**config.mk**
```make
export PLATFORM = sky130hd
export DESIGN_NAME = mem_wb_stage
export DESIGN_NICKNAME = d
export VERILOG_FILES = /design/src/rtl/mem_wb_stage.sv
export SDC_FILE = /design/constraint.sdc
export NUM_CORES = 1
export LEC_CHECK = 0
export CAP_MARGIN = 20
export CORE_MARGIN = 10
export CORE_UTILIZATION = 31
export DETAILED_ROUTE_END_ITERATION = 8
export PLACE_DENSITY = 0.79
export RECOVER_POWER = 50
export SLEW_MARGIN = 20
export SYNTH_ARGS = -nofsm -noshare
export SYNTH_HDL_FRONTEND = slang
export SYNTH_SLANG_ARGS = --single-unit
```
**constraint.sdc**
```tcl
create_clock -name clk -period 2.9 [get_ports clk]
set_input_delay 0.58 -clock clk [delete_from_list [all_inputs] [get_ports clk]]
set_output_delay 0.58 -clock clk [all_outputs]
set_load 0.01 [all_outputs]
```
**src/rtl/mem_wb_stage.sv**
```systemverilog
// ============================================================================
// Module   : mem_wb_stage
// Purpose  : Memory-access stage and MEM/WB pipeline register of the RV32I
//            core. Issues loads/stores over a request/grant/response port,
//            freezes the upstream pipeline while an access is outstanding and
//            registers the write-back result, destination and enable.
// Ports    : clk, rst                     - clock, async active-high reset
//            regWriteM..extImmM           - EX/MEM control and data fields
//            memReq/memWe/memAddr/memBe/memWData - data-memory request side
//            memGnt/memRValid/memRData    - data-memory grant and response
//            stallMem                     - freeze PC, IF/ID, ID/EX, EX/MEM
//            regWriteW/RdW/resultW        - register-file write port
// Revision : 1.0 - initial release
// ============================================================================
`default_nettype none

module mem_wb_stage (
  input  logic        clk,
  input  logic        rst,
  input  logic        regWriteM,
  input  logic        memWriteM,
  input  logic        luiM,
  input  logic [1:0]  resultSrcM,
  input  logic [2:0]  funct3M,
  input  logic [4:0]  RdM,
  input  logic [31:0] ALUResultM,
  input  logic [31:0] writeDataM,
  input  logic [31:0] PCPlus4M,
  input  logic [31:0] extImmM,
  output logic        memReq,
  output logic        memWe,
  output logic [31:0] memAddr,
  output logic [3:0]  memBe,
  output logic [31:0] memWData,
  input  logic        memGnt,
  input  logic        memRValid,
  input  logic [31:0] memRData,
  output logic        stallMem,
  output logic        regWriteW,
  output logic [4:0]  RdW,
  output logic [31:0] resultW
);

  typedef enum logic [1:0] {
    S_IDLE = 2'd0,
    S_REQ  = 2'd1,
    S_RESP = 2'd2
  } state_t;

  state_t      r_state;
  logic        w_access;
  logic        w_done;
  logic        w_drive;
  logic [1:0]  w_lane;
  logic [3:0]  w_storeBe;
  logic [31:0] w_storeData;
  logic [7:0]  w_loadByte;
  logic [15:0] w_loadHalf;
  logic [31:0] w_loadData;
  logic [31:0] w_result;

  assign w_access = memWriteM | (resultSrcM == 2'b01);
  assign w_lane   = ALUResultM[1:0];
  // Completion cycle: response arrives while waiting for it.
  assign w_done   = (r_state == S_RESP) & memRValid;
  // Memory-side fields are only driven for an access and forced low in reset.
  assign w_drive  = ~rst & w_access;

  assign stallMem = ~rst & w_access & ~w_done;
  assign memReq   = ~rst & (((r_state == S_IDLE) & w_access) | (r_state == S_REQ));
  assign memWe    = memReq & memWriteM;
  assign memAddr  = w_drive ? {ALUResultM[31:2], 2'b00} : 32'd0;
  assign memBe    = w_drive ? (memWriteM ? w_storeBe : 4'b1111) : 4'b0000;
  assign memWData = (w_drive & memWriteM) ? w_storeData : 32'd0;

  // Store lane steering; misaligned low address bits are ignored.
  always_comb begin
    w_storeBe   = 4'b1111;
    w_storeData = writeDataM;
    case (funct3M[1:0])
      2'b00: begin
        w_storeBe   = 4'b0001 << w_lane;
        w_storeData = {4{writeDataM[7:0]}};
      end
      2'b01: begin
        w_storeBe   = w_lane[1] ? 4'b1100 : 4'b0011;
        w_storeData = {2{writeDataM[15:0]}};
      end
      default: begin
        w_storeBe   = 4'b1111;
        w_storeData = writeDataM;
      end
    endcase
  end

  // Load extraction straight from the response word.
  always_comb begin
    w_loadByte = memRData[7:0];
    case (w_lane)
      2'd0:    w_loadByte = memRData[7:0];
      2'd1:    w_loadByte = memRData[15:8];
      2'd2:    w_loadByte = memRData[23:16];
      default: w_loadByte = memRData[31:24];
    endcase
    w_loadHalf = w_lane[1] ? memRData[31:16] : memRData[15:0];
    case (funct3M)
      3'b000:  w_loadData = {{24{w_loadByte[7]}}, w_loadByte};
      3'b100:  w_loadData = {24'd0, w_loadByte};
      3'b001:  w_loadData = {{16{w_loadHalf[15]}}, w_loadHalf};
      3'b101:  w_loadData = {16'd0, w_loadHalf};
      default: w_loadData = memRData;
    endcase
  end

  always_comb begin
    w_result = ALUResultM;
    if (luiM) begin
      w_result = extImmM;
    end else begin
      case (resultSrcM)
        2'b01:   w_result = w_loadData;
        2'b10:   w_result = PCPlus4M;
        default: w_result = ALUResultM;
      endcase
    end
  end

  // Access handshake FSM; grant outside a request and response outside
  // RESP are ignored by construction.
  always_ff @(posedge clk or posedge rst) begin
    if (rst) begin
      r_state <= S_IDLE;
    end else begin
      case (r_state)
        S_IDLE: if (w_access) r_state <= memGnt ? S_RESP : S_REQ;
        S_REQ:  if (memGnt) r_state <= S_RESP;
        S_RESP: if (memRValid) r_state <= S_IDLE;
        default: r_state <= S_IDLE;
      endcase
    end
  end

  // MEM/WB register: a bubble is inserted every cycle the stage is stalled.
  always_ff @(posedge clk or posedge rst) begin
    if (rst) begin
      regWriteW <= 1'b0;
      RdW       <= 5'd0;
      resultW   <= 32'd0;
    end else if (stallMem) begin
      regWriteW <= 1'b0;
      RdW       <= 5'd0;
      resultW   <= 32'd0;
    end else begin
      regWriteW <= regWriteM;
      RdW       <= RdM;
      resultW   <= w_result;
    end
  end

endmodule

`default_nettype wire

```
After elaboration in Yosys (flattened, before gate mapping)
Cells that the tools add are included.
{ "word_totals": {"regBits": 40, "in_bits": 177, "out_inout_bits": 109, "word_cells": 54} }
{ "op_classes": {"n_eq_ne": 13, "shifts": 1, "n_mux": 20, "bitwise_logic": 11, "n_reduce_logical": 5} }
{ "op_table": {"columns": ["op", "count"], "rows": [
  ["$mux W32", 4],
  ["$pmux W32 S2", 2],
  ["$pmux W32 S4", 1],
  ["$pmux W8 S3", 1],
  ["$mux W16", 1],
  ["$mux W4", 3],
  ["$eq A2 B1 Y1 const B", 4],
  ["$mux W2", 4],
  ["$pmux W4 S2", 1],
  ["$and A1 B1 Y1", 7],
  ["$eq A2 B2 Y1 const B", 3],
  ["$eq A3 B3 Y1 const B", 2],
  ["$logic_not A2 Y1", 3],
  ["$ne A2 B2 Y1 const B", 3],
  ["$pmux W2 S3", 1],
  ["$mux W5", 1],
  ["$shl A1 B2 Y4 const A", 1],
  ["$eq A3 B1 Y1 const B", 1],
  ["$logic_not A3 Y1", 1],
  ["$reduce_and A3 Y1", 1],
  ["$not A1 Y1", 2],
  ["$or A1 B1 Y1", 2],
  ["$mux W1", 1]
]} }

Logic depth before layout (Yosys ltp)
{ "logic_depth": {"depth_word": 6, "depth_mapped": 9, "ltp_nobuf": 8} }

Worst setup path after synthesis
OpenSTA, ideal clock, no wires.
{ "synth_timing": {"kind": "in2out", "startpoint": "input rst", "endpoint": "output memBe[2]", "arrival_ps": 2309, "required_time_ps": 2320, "setup_slack_ps": 11, "stages": 4, "path_buffers": 1, "cell_sequence": "inv_1 > o21ai_0 > clkbuf_1 > a21oi_1"} }
{ "synth_between": {"elab_chain_len": 3} }
{ "synth_rtl": {"columns": ["element", "line", "text"], "rows": [
  ["from (decl)", "19", "input logic rst,"],
  ["$not A1 Y1", "67", "assign w_drive = ~rst & w_access;"],
  ["$and A1 B1 Y1", "67", null],
  ["$mux W4", "73", "assign memBe = w_drive ? (memWriteM ? w_storeBe : 4'b1111) : 4'b0000;"],
  ["to (decl)", "33", "output logic [3:0] memBe,"]
]} }
No other way between the ends.

Final worst setup path
{ "layout_timing": {"startpoint": "input resultSrcM[0]", "endpoint": "output memAddr[28]"} }
{ "layout_between": {"elab_chain_len": 4} }
{ "layout_rtl": {"columns": ["element", "line", "text"], "rows": [
  ["from (decl)", "23", "input logic [1:0] resultSrcM,"],
  ["$eq A2 B1 Y1", "62", "assign w_access = memWriteM | (resultSrcM == 2'b01);"],
  ["$or A1 B1 Y1", "62", null],
  ["$and A1 B1 Y1", "67", null],
  ["$mux W32", "72", "assign memAddr = w_drive ? {ALUResultM[31:2], 2'b00} : 32'd0;"],
  ["to (decl)", "32", "output logic [31:0] memAddr,"]
]} }
No other way between the ends.

==> flow_summary_export.csv <==
group,metric,value,unit
status,outcome,"finished, violations left",
status,violations,"negative setup slack",
logic_synthesis,synth-compound-area-share,33.40,%
critical_path,crit_path_end_kind,"output pin",
logic_synthesis,ys_types,40,
pwr,p_leak,3.114,nW
logic_synthesis,ys_seq_elements,40,
pwr,ir_drop,0.0001951,V
global_routing,antenna_found_initial,3,
critical_path,crit_required,2.32,ns
layout,drive_above_1_share,7.605,%
cts,root_buffer,"clkbuf_16",
critical_path,cp_slowest_cell,"clkdlybuf4s50_1",
drt,vias,5101,
cts,clock_latency,0.29,ns
critical_path,regToRegStartpoint,"r_state[1]",
die,rows,39,
sta,finalCritPeriodShare,100.3,%
cts,cts_sinks,40,
drt,wl_per_cell,22.14,um
drt,met3_length,2.297,mm
global_routing,track_usage,22.96,%
place,gp_congestion,0.8779,
critical_path,start_kind,"primary input",
logic_synthesis,yosysSeqAreaShare,27.24,%
cts,cts_tree,"done",
die,initial_core_util,31.91,%
layout,fin_cells,932,
critical_path,path_cells,"clkdlybuf4s50_1 > ha_4 > nor2_2 > nor2_4 > buf_4 > and2_1 > clkdlybuf4s50_1",
drt,vias_per_cell,5.473,
critical_path,cp.arrival,2.33,ns
critical_path,critPathMaxStageDelay,0.53,ns
pwr,p_total,2.278,mW
global_routing,grt_max_degree,68,
job,drv_cap,0,
die,fp.dieW,128.9,um
sta,relSlewSlack,15.77,%
logic_synthesis,syn-cell-area,0.003675,mm2
pwr,p_per_area,327.4,mW/mm2
drt,dr.first_iter.drc_count,386,
logic_synthesis,yosysWarnings,0,
critical_path,crit_family,"buffers and inverters",
place,dpl.hpwl,16.43,mm
logic_synthesis,synth_top_family_by_area,"compound AO/OA/AOI/OAI gates",
layout,utilization,60.43,%
sta,final.setup_skew,0.005431,ns
critical_path,crit_fanout,5,
sta,rsz0062_at_grt,"true",
layout,area_delta_synth_final,89.38,%
die,die-height,128.9,um
drt,drt_pass1_iterations,7,
sta,finalSetupViolations,1,
logic_synthesis,synthSimpleGateAreaFrac,23.32,%
die,die-area,0.01661,mm2
die,core_area,0.01152,mm2
place,placed_area,0.006740,mm2
hold_path,holdCritStartpoint,"r_state[1]",
drt,drc,0,
cts,numCtsBuffers,5,
sta,worst_slack,-0.008033,ns
drt,drtAntennaViolNets,0,
place,port_buffers,283,
critical_path,path_buf_inv,3,
drt,drt-total-wl,20.64,mm
logic_synthesis,synth_area_per_cell,7.205,um2
hold_path,hold_class,"reg2reg",
global_routing,grt_overflow_total,0,
sta,slew_viol_final,0,
logic_synthesis,synth_cells,510,
sta,finalSetupTns,-0.008033,ns
drt,dr_wl_met2,10.52,mm
layout,nets,967,
logic_synthesis,synth_xor_area_share,0,%
layout,diodes,0,
logic_synthesis,synth_fa_ha_area_share,0.6810,%
sta,period_minus_slack,2.908,ns
place,place_inst,919,
drt,highest_layer,"met5",
drt,wl_met1,7.224,mm
cts,clock_path_buffers,2,
logic_synthesis,synthMuxAreaShare,5.890,%
critical_path,cp-startpoint,"resultSrcM[0]",
global_routing,grt_pass1_vias,5221,
sta,fmax,0.3439,GHz
layout,fin_area,0.006959,mm2
critical_path,crit_type,"in2out",
sta,worstMarginPinSlew,1.263,ns
die,io_pins,286,
global_routing,grt_pass1_wl,30.05,mm
cts,cts-htree-levels,2,
cts,clk_pin_slew,0.06,ns
sta,hold_viol_final,0,
critical_path,cp_common_cell,"clkdlybuf4s50_1",
metrics by stage:
stage               hold WS (ns)  setup WS, ns
floorplan                 0.4651       0.01110
global placement          0.4924       -0.1019
detailed placement        0.4942       -0.1619
CTS                       0.5029       -0.1018
global route              0.5311      -0.05160
finish                    0.5107     -0.008033
state kept, by name (all words and copies together) (netlist names):
signal	flops
resultW	32
RdW	5
r_state	2
regWriteW	1
repair_timing:
item,in CTS,in global routing
buffers inserted,0,3
pin swaps,1,1
endpoints found under the setup margin,21,36
hold buffers,0,0
cloned,2,0
endpoints found under the hold margin,0,0
resized for setup,26,15
cell usage in the layout, fill, tap and decap left out, types with 7 or more instances in the layout:
cell type / Yosys / final
a211oi_1: 12 / 12
a21oi_1: 80 / 80
a221oi_1: 24 / 24
a221oi_2: 9 / 9
a22oi_1: 8 / 8
and2_1: 35 / 30
buf_4: 3 / 24
clkdlybuf4s50_1: 0 / 212
dfrtp_1: 40 / 40
dlygate4sd2_1: 0 / 19
dlygate4sd3_1: 0 / 38
dlymetal6s2s_1: 0 / 11
inv_1: 33 / 32
mux2i_1: 19 / 19
nand2_1: 53 / 53
nand2b_1: 8 / 8
nor2_1: 65 / 63
nor2b_1: 12 / 11
nor3_1: 7 / 7
o21ai_0: 16 / 16
worst paths after layout:
path,to,slack [ns],cells past startpoint
max,memAddr[28],-0.008,7
min,r_state[0],0.51,1
max reg2reg,resultW[4],0.89,6
min reg2reg,r_state[0],0.51,1
max in group asynchronous,resultW[2],1.27,3
min in group asynchronous,r_state[0],0.80,3
final cells by class:
| cell class | count | area [um2] |
|---|---|---|
| Fill cell | 1003 | 4557 |
| Timing Repair Buffer | 318 | 3131 |
| Clock buffer | 6 | 128.9 |
| Clock inverter | 2 | 35.03 |
| Tap cell | 143 | 178.9 |
| Multi-Input combinational cell | 390 | 2361 |
| Sequential cell | 40 | 1001 |
| Inverter | 33 | 123.9 |
Yosys cell counts (all sizes together):
master / number / area share, %
o41ai: 4 / 0.95
a31oi: 1 / 0.17
a221oi: 33 / 9.4
inv: 33 / 3.4
a21o: 5 / 1.0
a22oi: 8 / 1.6
mux2: 2 / 0.71
ha: 2 / 0.68
o21ai: 18 / 2.9
dfrtp: 40 / 27
a21boi: 4 / 0.82
mux2i: 19 / 5.2
conb: 1 / 0.10
a311oi: 1 / 0.24
and2: 35 / 6.0
a211oi: 12 / 2.5
o31ai: 1 / 0.20
nand3: 5 / 0.68
a22o: 5 / 1.2
o22ai: 2 / 0.34
o221ai: 2 / 0.48
buf: 24 / 3.5
nand2b: 8 / 1.4
a32o: 1 / 0.27
nand2: 53 / 5.4
nor2: 65 / 6.6
a21oi: 80 / 11
nor3: 8 / 1.2
a32oi: 1 / 0.24
o2111ai: 1 / 0.24
clkbuf: 24 / 2.5
nor2b: 12 / 2.0
where the power goes:
part	internal [mW]	leakage (nW)	switching [mW]
Clock	0.405	0.0808	0.232
Sequential	0.618	0.500	0.0185
Combinational	0.537	2.53	0.467
worst reg2reg max path: cells and delay by family, from the launching register on:
family                 cells  cell delay, ns
DFF                        1            0.40
buffers and inverters      2            0.57
and+or+nand+nor            3            0.40
AOI/OAI and AO/OA          1            0.52
routing by layer:
layer | track usage [%] | up-vias
li1 | - | 2343
met1 | 23.59 | 2441
met2 | 41.84 | 273
met3 | 9.281 | 38
met4 | 7.157 | 6
met5 | 0 | -
cell families after synthesis:
group | Yosys count
and+or+nand+nor | 186
AOI/OAI and AO/OA | 179
buffers and inverters | 81
DFF | 40
muxes | 21
adders and majority gates | 2
other | 1
(Power assumes the default switching activity.)
